==> src/rtl/snn_spike_delay_bank_if.sv <==
// Delay-configuration handshake (valid/ready) between a controller and snn_spike_delay_bank.
interface snn_spike_delay_bank_if #(
    parameter int unsigned N_CH      = 8,
    parameter int unsigned MAX_DELAY = 8
);
    localparam int unsigned DW = $clog2(MAX_DELAY);
    localparam int unsigned CW = (N_CH > 1) ? $clog2(N_CH) : 1;

    logic          cfg_valid;
    logic          cfg_ready;
    logic [CW-1:0] cfg_ch;
    logic [DW-1:0] cfg_delay;

    modport master (output cfg_valid, output cfg_ch, output cfg_delay, input cfg_ready);
    modport slave  (input cfg_valid, input cfg_ch, input cfg_delay, output cfg_ready);
endinterface

==> src/rtl/snn_spike_delay_bank.sv <==
// Per-channel programmable spike delay lines with config handshake, timed flush and
// an optional saturating output spike counter (enabled by macro SNN_SPIKE_COUNT_EN).
module snn_spike_delay_bank #(
    parameter int unsigned N_CH      = 8,
    parameter int unsigned MAX_DELAY = 8,
    parameter int unsigned CNT_W     = 8
) (
    input  logic                     clk,
    input  logic                     rst_n,
    input  logic                     ena,
    input  logic [N_CH-1:0]          spike_in,
    output logic [N_CH-1:0]          spike_out,
    input  logic                     flush,
    output logic [CNT_W-1:0]         spike_cnt,
    snn_spike_delay_bank_if.slave    cfg
);
    localparam int unsigned DW = $clog2(MAX_DELAY);
    localparam int unsigned CW = (N_CH > 1) ? $clog2(N_CH) : 1;
    localparam int unsigned LW = MAX_DELAY - 1;
    localparam logic [DW-1:0] DLY_MAX = DW'(MAX_DELAY - 1);

    typedef enum logic [1:0] {
        S_IDLE  = 2'd0,
        S_APPLY = 2'd1,
        S_FLUSH = 2'd2
    } state_e;

    state_e          state_q, state_d;
    logic [DW-1:0]   fcnt_q, fcnt_d;
    logic [CW-1:0]   ach_q, ach_d;
    logic [DW-1:0]   dly_q  [N_CH];
    logic [DW-1:0]   dly_d  [N_CH];
    logic [LW-1:0]   line_q [N_CH];
    logic [LW-1:0]   line_d [N_CH];
    logic [MAX_DELAY-1:0] tap_c [N_CH];
    logic [N_CH-1:0] spike_out_q, spike_out_d;
    logic            cfg_fire_c;
    logic            cfg_ch_ok_c;
    logic [DW-1:0]   cfg_dly_clamp_c;

    // Flush requests take priority: the bank refuses config in the same cycle.
    assign cfg.cfg_ready   = (state_q == S_IDLE) && !flush;
    assign cfg_fire_c      = cfg.cfg_valid && cfg.cfg_ready;
    assign cfg_ch_ok_c     = (32'(cfg.cfg_ch) < N_CH);
    assign cfg_dly_clamp_c = (cfg.cfg_delay > DLY_MAX) ? DLY_MAX : cfg.cfg_delay;

    // Tap 0 is the live input, tap j is the spike sampled j enabled edges ago.
    for (genvar g = 0; g < N_CH; g++) begin : g_tap
        assign tap_c[g] = {line_q[g], spike_in[g]};
    end

    always_ff @(posedge clk or negedge rst_n) begin
        if (!rst_n) begin
            state_q <= S_IDLE;
            fcnt_q  <= '0;
            ach_q   <= '0;
        end else begin
            state_q <= state_d;
            fcnt_q  <= fcnt_d;
            ach_q   <= ach_d;
        end
    end

    // Control FSM: flush counter runs on every edge regardless of ena.
    always_comb begin
        state_d = state_q;
        fcnt_d  = fcnt_q;
        ach_d   = ach_q;
        case (state_q)
            S_IDLE: begin
                if (flush) begin
                    state_d = S_FLUSH;
                    fcnt_d  = '0;
                end else if (cfg_fire_c) begin
                    state_d = S_APPLY;
                    ach_d   = cfg.cfg_ch;
                end
            end
            S_APPLY: begin
                if (flush) begin
                    state_d = S_FLUSH;
                    fcnt_d  = '0;
                end else begin
                    state_d = S_IDLE;
                end
            end
            S_FLUSH: begin
                if (flush) begin
                    fcnt_d = '0;
                end else if (fcnt_q == DLY_MAX) begin
                    state_d = S_IDLE;
                    fcnt_d  = '0;
                end else begin
                    fcnt_d = fcnt_q + DW'(1);
                end
            end
            default: begin
                state_d = S_IDLE;
                fcnt_d  = '0;
            end
        endcase
    end

    always_ff @(posedge clk or negedge rst_n) begin
        if (!rst_n) begin
            spike_out_q <= '0;
            for (int c = 0; c < N_CH; c++) begin
                line_q[c] <= '0;
                dly_q[c]  <= '0;
            end
        end else begin
            spike_out_q <= spike_out_d;
            for (int c = 0; c < N_CH; c++) begin
                line_q[c] <= line_d[c];
                dly_q[c]  <= dly_d[c];
            end
        end
    end

    // Datapath: shift, tap select, and the per-state clears.
    always_comb begin
        spike_out_d = '0;
        for (int c = 0; c < N_CH; c++) begin
            line_d[c] = line_q[c];
            dly_d[c]  = dly_q[c];
        end
        if (cfg_fire_c && cfg_ch_ok_c) begin
            dly_d[cfg.cfg_ch] = cfg_dly_clamp_c;
        end
        for (int c = 0; c < N_CH; c++) begin
            if (state_q == S_FLUSH) begin
                line_d[c] = '0;
            end else begin
                if (ena) begin
                    line_d[c]      = LW'({line_q[c], spike_in[c]});
                    spike_out_d[c] = tap_c[c][dly_q[c]];
                end
                if ((state_q == S_APPLY) && (ach_q == CW'(c))) begin
                    line_d[c]      = '0;
                    spike_out_d[c] = 1'b0;
                end
            end
        end
    end

    assign spike_out = spike_out_q;

`ifdef SNN_SPIKE_COUNT_EN
    localparam int unsigned PW = $clog2(N_CH + 1);
    localparam int unsigned SW = ((CNT_W > PW) ? CNT_W : PW) + 1;
    localparam logic [CNT_W-1:0] CNT_MAX = {CNT_W{1'b1}};

    logic [CNT_W-1:0] cnt_q, cnt_d;
    logic [PW-1:0]    pop_c;
    logic [SW-1:0]    sum_c;

    always_comb begin
        pop_c = '0;
        for (int i = 0; i < N_CH; i++) begin
            pop_c = pop_c + PW'(spike_out_q[i]);
        end
    end

    // Saturating accumulate of the registered output; FLUSH clears it.
    always_comb begin
        sum_c = SW'(cnt_q) + SW'(pop_c);
        cnt_d = (sum_c > SW'(CNT_MAX)) ? CNT_MAX : CNT_W'(sum_c);
        if (state_q == S_FLUSH) begin
            cnt_d = '0;
        end
    end

    always_ff @(posedge clk or negedge rst_n) begin
        if (!rst_n) begin
            cnt_q <= '0;
        end else begin
            cnt_q <= cnt_d;
        end
    end

    assign spike_cnt = cnt_q;
`else
    assign spike_cnt = '0;
`endif

endmodule
==> src/flat_wrapper.sv <==
// flat-port wrapper written by rule: the top's interface ports become plain ports
module snn_spike_delay_bank_flat 
#(
    parameter int unsigned N_CH      = 8,
    parameter int unsigned MAX_DELAY = 8,
    parameter int unsigned CNT_W     = 8
)
  (clk, rst_n, ena, spike_in, spike_out, flush, spike_cnt, cfg_cfg_valid, cfg_cfg_ch, cfg_cfg_delay, cfg_cfg_ready);
  snn_spike_delay_bank_if #(.N_CH(N_CH), .MAX_DELAY(MAX_DELAY)) cfg_i ();
  input  logic clk;
  input  logic rst_n;
  input  logic ena;
  input  logic [N_CH-1:0] spike_in;
  output logic [N_CH-1:0] spike_out;
  input  logic flush;
  output logic [CNT_W-1:0] spike_cnt;
  input wire logic [$bits(cfg_i.cfg_valid)-1:0] cfg_cfg_valid;
  input wire logic [$bits(cfg_i.cfg_ch)-1:0] cfg_cfg_ch;
  input wire logic [$bits(cfg_i.cfg_delay)-1:0] cfg_cfg_delay;
  output wire logic [$bits(cfg_i.cfg_ready)-1:0] cfg_cfg_ready;
  assign cfg_i.cfg_valid = cfg_cfg_valid;
  assign cfg_i.cfg_ch = cfg_cfg_ch;
  assign cfg_i.cfg_delay = cfg_cfg_delay;
  assign cfg_cfg_ready = cfg_i.cfg_ready;
  snn_spike_delay_bank #(.N_CH(N_CH), .MAX_DELAY(MAX_DELAY), .CNT_W(CNT_W)) u_core (.clk(clk), .rst_n(rst_n), .ena(ena), .spike_in(spike_in), .spike_out(spike_out), .flush(flush), .spike_cnt(spike_cnt), .cfg(cfg_i));
endmodule
==> config.mk <==
export PLATFORM = sky130hd
export DESIGN_NAME = snn_spike_delay_bank_flat
export DESIGN_NICKNAME = d
export VERILOG_FILES = /design/src/rtl/snn_spike_delay_bank_if.sv /design/src/rtl/snn_spike_delay_bank.sv /design/src/flat_wrapper.sv
export SDC_FILE = /design/constraint.sdc
export NUM_CORES = 1
export LEC_CHECK = 0
export ABC_AREA = 1
export BUFFER_PORTS_ARGS = -buffer_cell sky130_fd_sc_hd__buf_2
export CAP_MARGIN = 20
export CORE_ASPECT_RATIO = 0.7
export CORE_MARGIN = 8
export CORE_UTILIZATION = 55
export DETAILED_ROUTE_END_ITERATION = 6
export GPL_TIMING_DRIVEN = 0
export HOLD_SLACK_MARGIN = 0.05
export PLACE_DENSITY = 0.8
export SLEW_MARGIN = 10
export SYNTH_ARGS = -nofsm -noshare
export SYNTH_HDL_FRONTEND = slang
export SYNTH_SLANG_ARGS = --single-unit
export TNS_END_PERCENT = 5
==> constraint.sdc <==
create_clock -name clk -period 2 [get_ports clk]
set_input_delay 0.4 -clock clk [delete_from_list [all_inputs] [get_ports clk]]
set_output_delay 0.4 -clock clk [all_outputs]
set_load 0.03 [all_outputs]
==> out/results.ini <==
[global_route]
number_of_antenna_violations_at_the_first_check_in_global_routing = 0
first_pass_grt_wire_length_um = 17330
first_global_vias = 3776
grt_start_max_net_pins = 53
grt.overflow.total = 0
global_route.usage.total_pct = 18.28

[placed_design]
routabilityCongestion = 0.9025
placement.setup.worst_slack_ns = 0.3747
port_buffers = 24
place.detailed.hpwl_um = 7127

[setup_path]
critical_path.startpoint_type = flop
r2r_cells = 5
rrSetupSlack_ns = 0.37
timing.critical_path.to_type = output port
timing.rr.end = u_core.line_q[43]
regToRegStartpoint = u_core.state_q[1]
cp.required_ns = 1.60
critical_path.max_fanout = 7
worstPathArrival_ns = 1.26
worst-setup-path-type = flop to output port

[sta]
timing_max_transition_violations_final = 0
final_hold_viol_count = 0
clock.fmax_mhz = 602.5
final.period_utilization_pct = 82.99
skew_ns = 0.007934
unrepaired_setup_endpoints_after_global_routing = false
post-route-worst-setup-slack_ns = 0.3402
holdWs_ns = 0.06504
number_of_failing_setup_endpoints_in_the_final_timing_report = 0
final_period_minus_worst_setup_slack_ns = 1.660
relSlewSlack_pct = 60.86
timing_worst_slew_pin_value_ns = 0.5871

[route]
detailedRoute.firstPassIterationCount = 5
num_vias = 3880
first_iteration_detailed_routing_drc_count = 284
remaining_number_of_nets_flagged_by_the_antenna_check_after_routing = 0
detail_route.wirelength_um = 9841
detail_route.wl_per_cell_um = 13.00
vias_per_cell = 5.125
remaining_drc_errors = 0

[logic_synthesis]
mean_instance_size_in_the_synthesized_netlist_um2 = 7.660
post_synth_num_cell_types = 19
postSynthCellCount = 604
sequential_cell_area_fraction_in_the_yosys_report_pct = 51.92
ys_warn_count = 0
yosys_register_bits = 96
netlist_area_mm2 = 0.004627

[floorplan]
chipWidth_um = 125.6
start_util_pct = 55.73
die_h_um = 92.74
die_area_mm2 = 0.01165
standard_cell_core_area_mm2 = 0.008303
top_level_ports = 36
fp_rows = 28

[clock_network]
clock_sink_count = 96
cts_repair_resize_count = 0
clock_tree_from_tritoncts = yes
cts-hold-fix-buffers = 0
clk_transition_reported_paths_ns = 0.07
htree_levels = 3
cts_setup_buffers = 0
clock_tree_root_buffer_cell = clkbuf_16
numCtsBuffers = 9
insertion_delay_to_the_later_sink_of_the_worst_skew_pair_ns = 0.34
clockBufferDepth = 2

[run_status]
status = finished, final reports clean

[finish]
insertedDiodeCount = 0
layout-drive-gt1-share_pct = 9.969
fill_cells = 721
area_growth_syn_to_fin_pct = 12.84
regArea_mm2 = 0.002402
multi_input_area_mm2 = 0.001802
design.final.nets = 668
utilization_pct = 62.88

[flow_run]
max_cap_violations = 0

[power_and_ir_drop]
power.density_mw_per_mm2 = 1132
power.static_leakage_nw = 2.612
power.ir.vdd_worst_v = 0.0006094

[min_path]
hold_path.class = input pin to async pin

==> layout by cell type, fill, tap and decap left out <==
cell type / count
buf_2: 25
o21ai_1: 10
clkinv_2: 1
clkbuf_1: 5
inv_2: 3
buf_16: 1
conb_1: 8
nand2_1: 199
nand3_1: 52
ha_1: 2
nor2_4: 8
nor2_1: 42
o31ai_1: 1
clkbuf_8: 3
o21ai_0: 80
inv_1: 92
nor2_2: 2
buf_6: 1
buf_4: 9
dfrtp_1: 96
nand3_2: 1
clkbuf_16: 9
nand2_4: 1
clkinvlp_4: 1
==> per-layer routing <==
layer | track usage [%] | vias up | routed length, µm
met4 | 6.256 | 0 | 170
met3 | 4.934 | 20 | 559
met2 | 30.03 | 104 | 4491
met1 | 23.06 | 1808 | 4619
met5 | 0 | - | 0
li1 | - | 1948 | -
==> cell usage after synthesis (all sizes together) <==
cell type  count  share of area (%)
nand2        200                 16
nor2          52                5.6
clkbuf         3               0.24
ha             2               0.54
o21ai         90                9.7
inv           95                7.7
conb           1              0.081
nand3         53                5.8
buf           11                1.8
o31ai          1               0.16
dfrtp         96                 52
==> cells by family after synthesis <==
kind of cell,Yosys count,synth area share (%)
AND/OR/NAND/NOR,305,27.85
AO/OA/AOI/OAI,91,9.897
flip-flops,96,51.92
adder cells (fa/ha/maj),2,0.5407
other,1,0.08105
buffers and inverters,109,9.708
==> how the worst max path moves through the flow <==
stage | from | to | slack [ns] | cells past startpoint
final | u_core.state_q[1] | cfg_cfg_ready | 0.34 | 4
after global routing | u_core.state_q[1] | u_core.line_q[43] | 0.23 | 5
after CTS | u_core.state_q[1] | cfg_cfg_ready | 0.33 | 4
after detailed placement | u_core.state_q[1] | u_core.line_q[43] | 0.37 | 5
after global placement | rst_n | u_core.spike_out[7] | -0.39 | 1
after floorplan | u_core.state_q[1] | u_core.dly_q[0] | 0.50 | 8
==> power breakdown <==
part | total [mW] | leakage, nW | switching [mW] | internal [mW]
clock network | 1.64 | 0.139 | 0.699 | 0.944
logic | 1.68 | 1.16 | 1.14 | 0.537
registers | 2.59 | 1.31 | 0.311 | 2.28
==> state kept, by name, indices dropped and copies added (netlist names) <==
name,count
u_core.dly_q,24
u_core.fcnt_q,3
u_core.ach_q,3
u_core.line_q,56
u_core.state_q,2
u_core.spike_out,8
==> final cells by class <==
class,count,share of cell area [%]
inverters,95,6.830
clock inverters,2,0.2396
well taps,105,2.516
flip-flops and latches,96,46.01
multi-input cells,406,34.51
plain buffers,14,1.773
clock buffers,14,5.248
repair buffers,25,2.876
==> critical path: stages, from the launching register on <==
cell and delay, ns:
dfrtp_1 0.40, inv_2 0.13, nand3_1 0.11, inv_1 0.08
buf_2 0.19
==> through the flow <==
stage / power [mW] / std cells / instance area (µm²) / setup TNS [ns]
after floorplan: 3.790 / 611 / 4653 / 0
after CTS: 5.930 / 757 / 5221 / 0
final: 5.911 / 757 / 5221 / 0
after global placement: 4.193 / 740 / 4905 / -36.42
after global routing: 6.319 / 757 / 5221 / 0
after detailed placement: 4.280 / 741 / 4935 / 0
No activity file was read; power rests on OpenSTA's default activity.
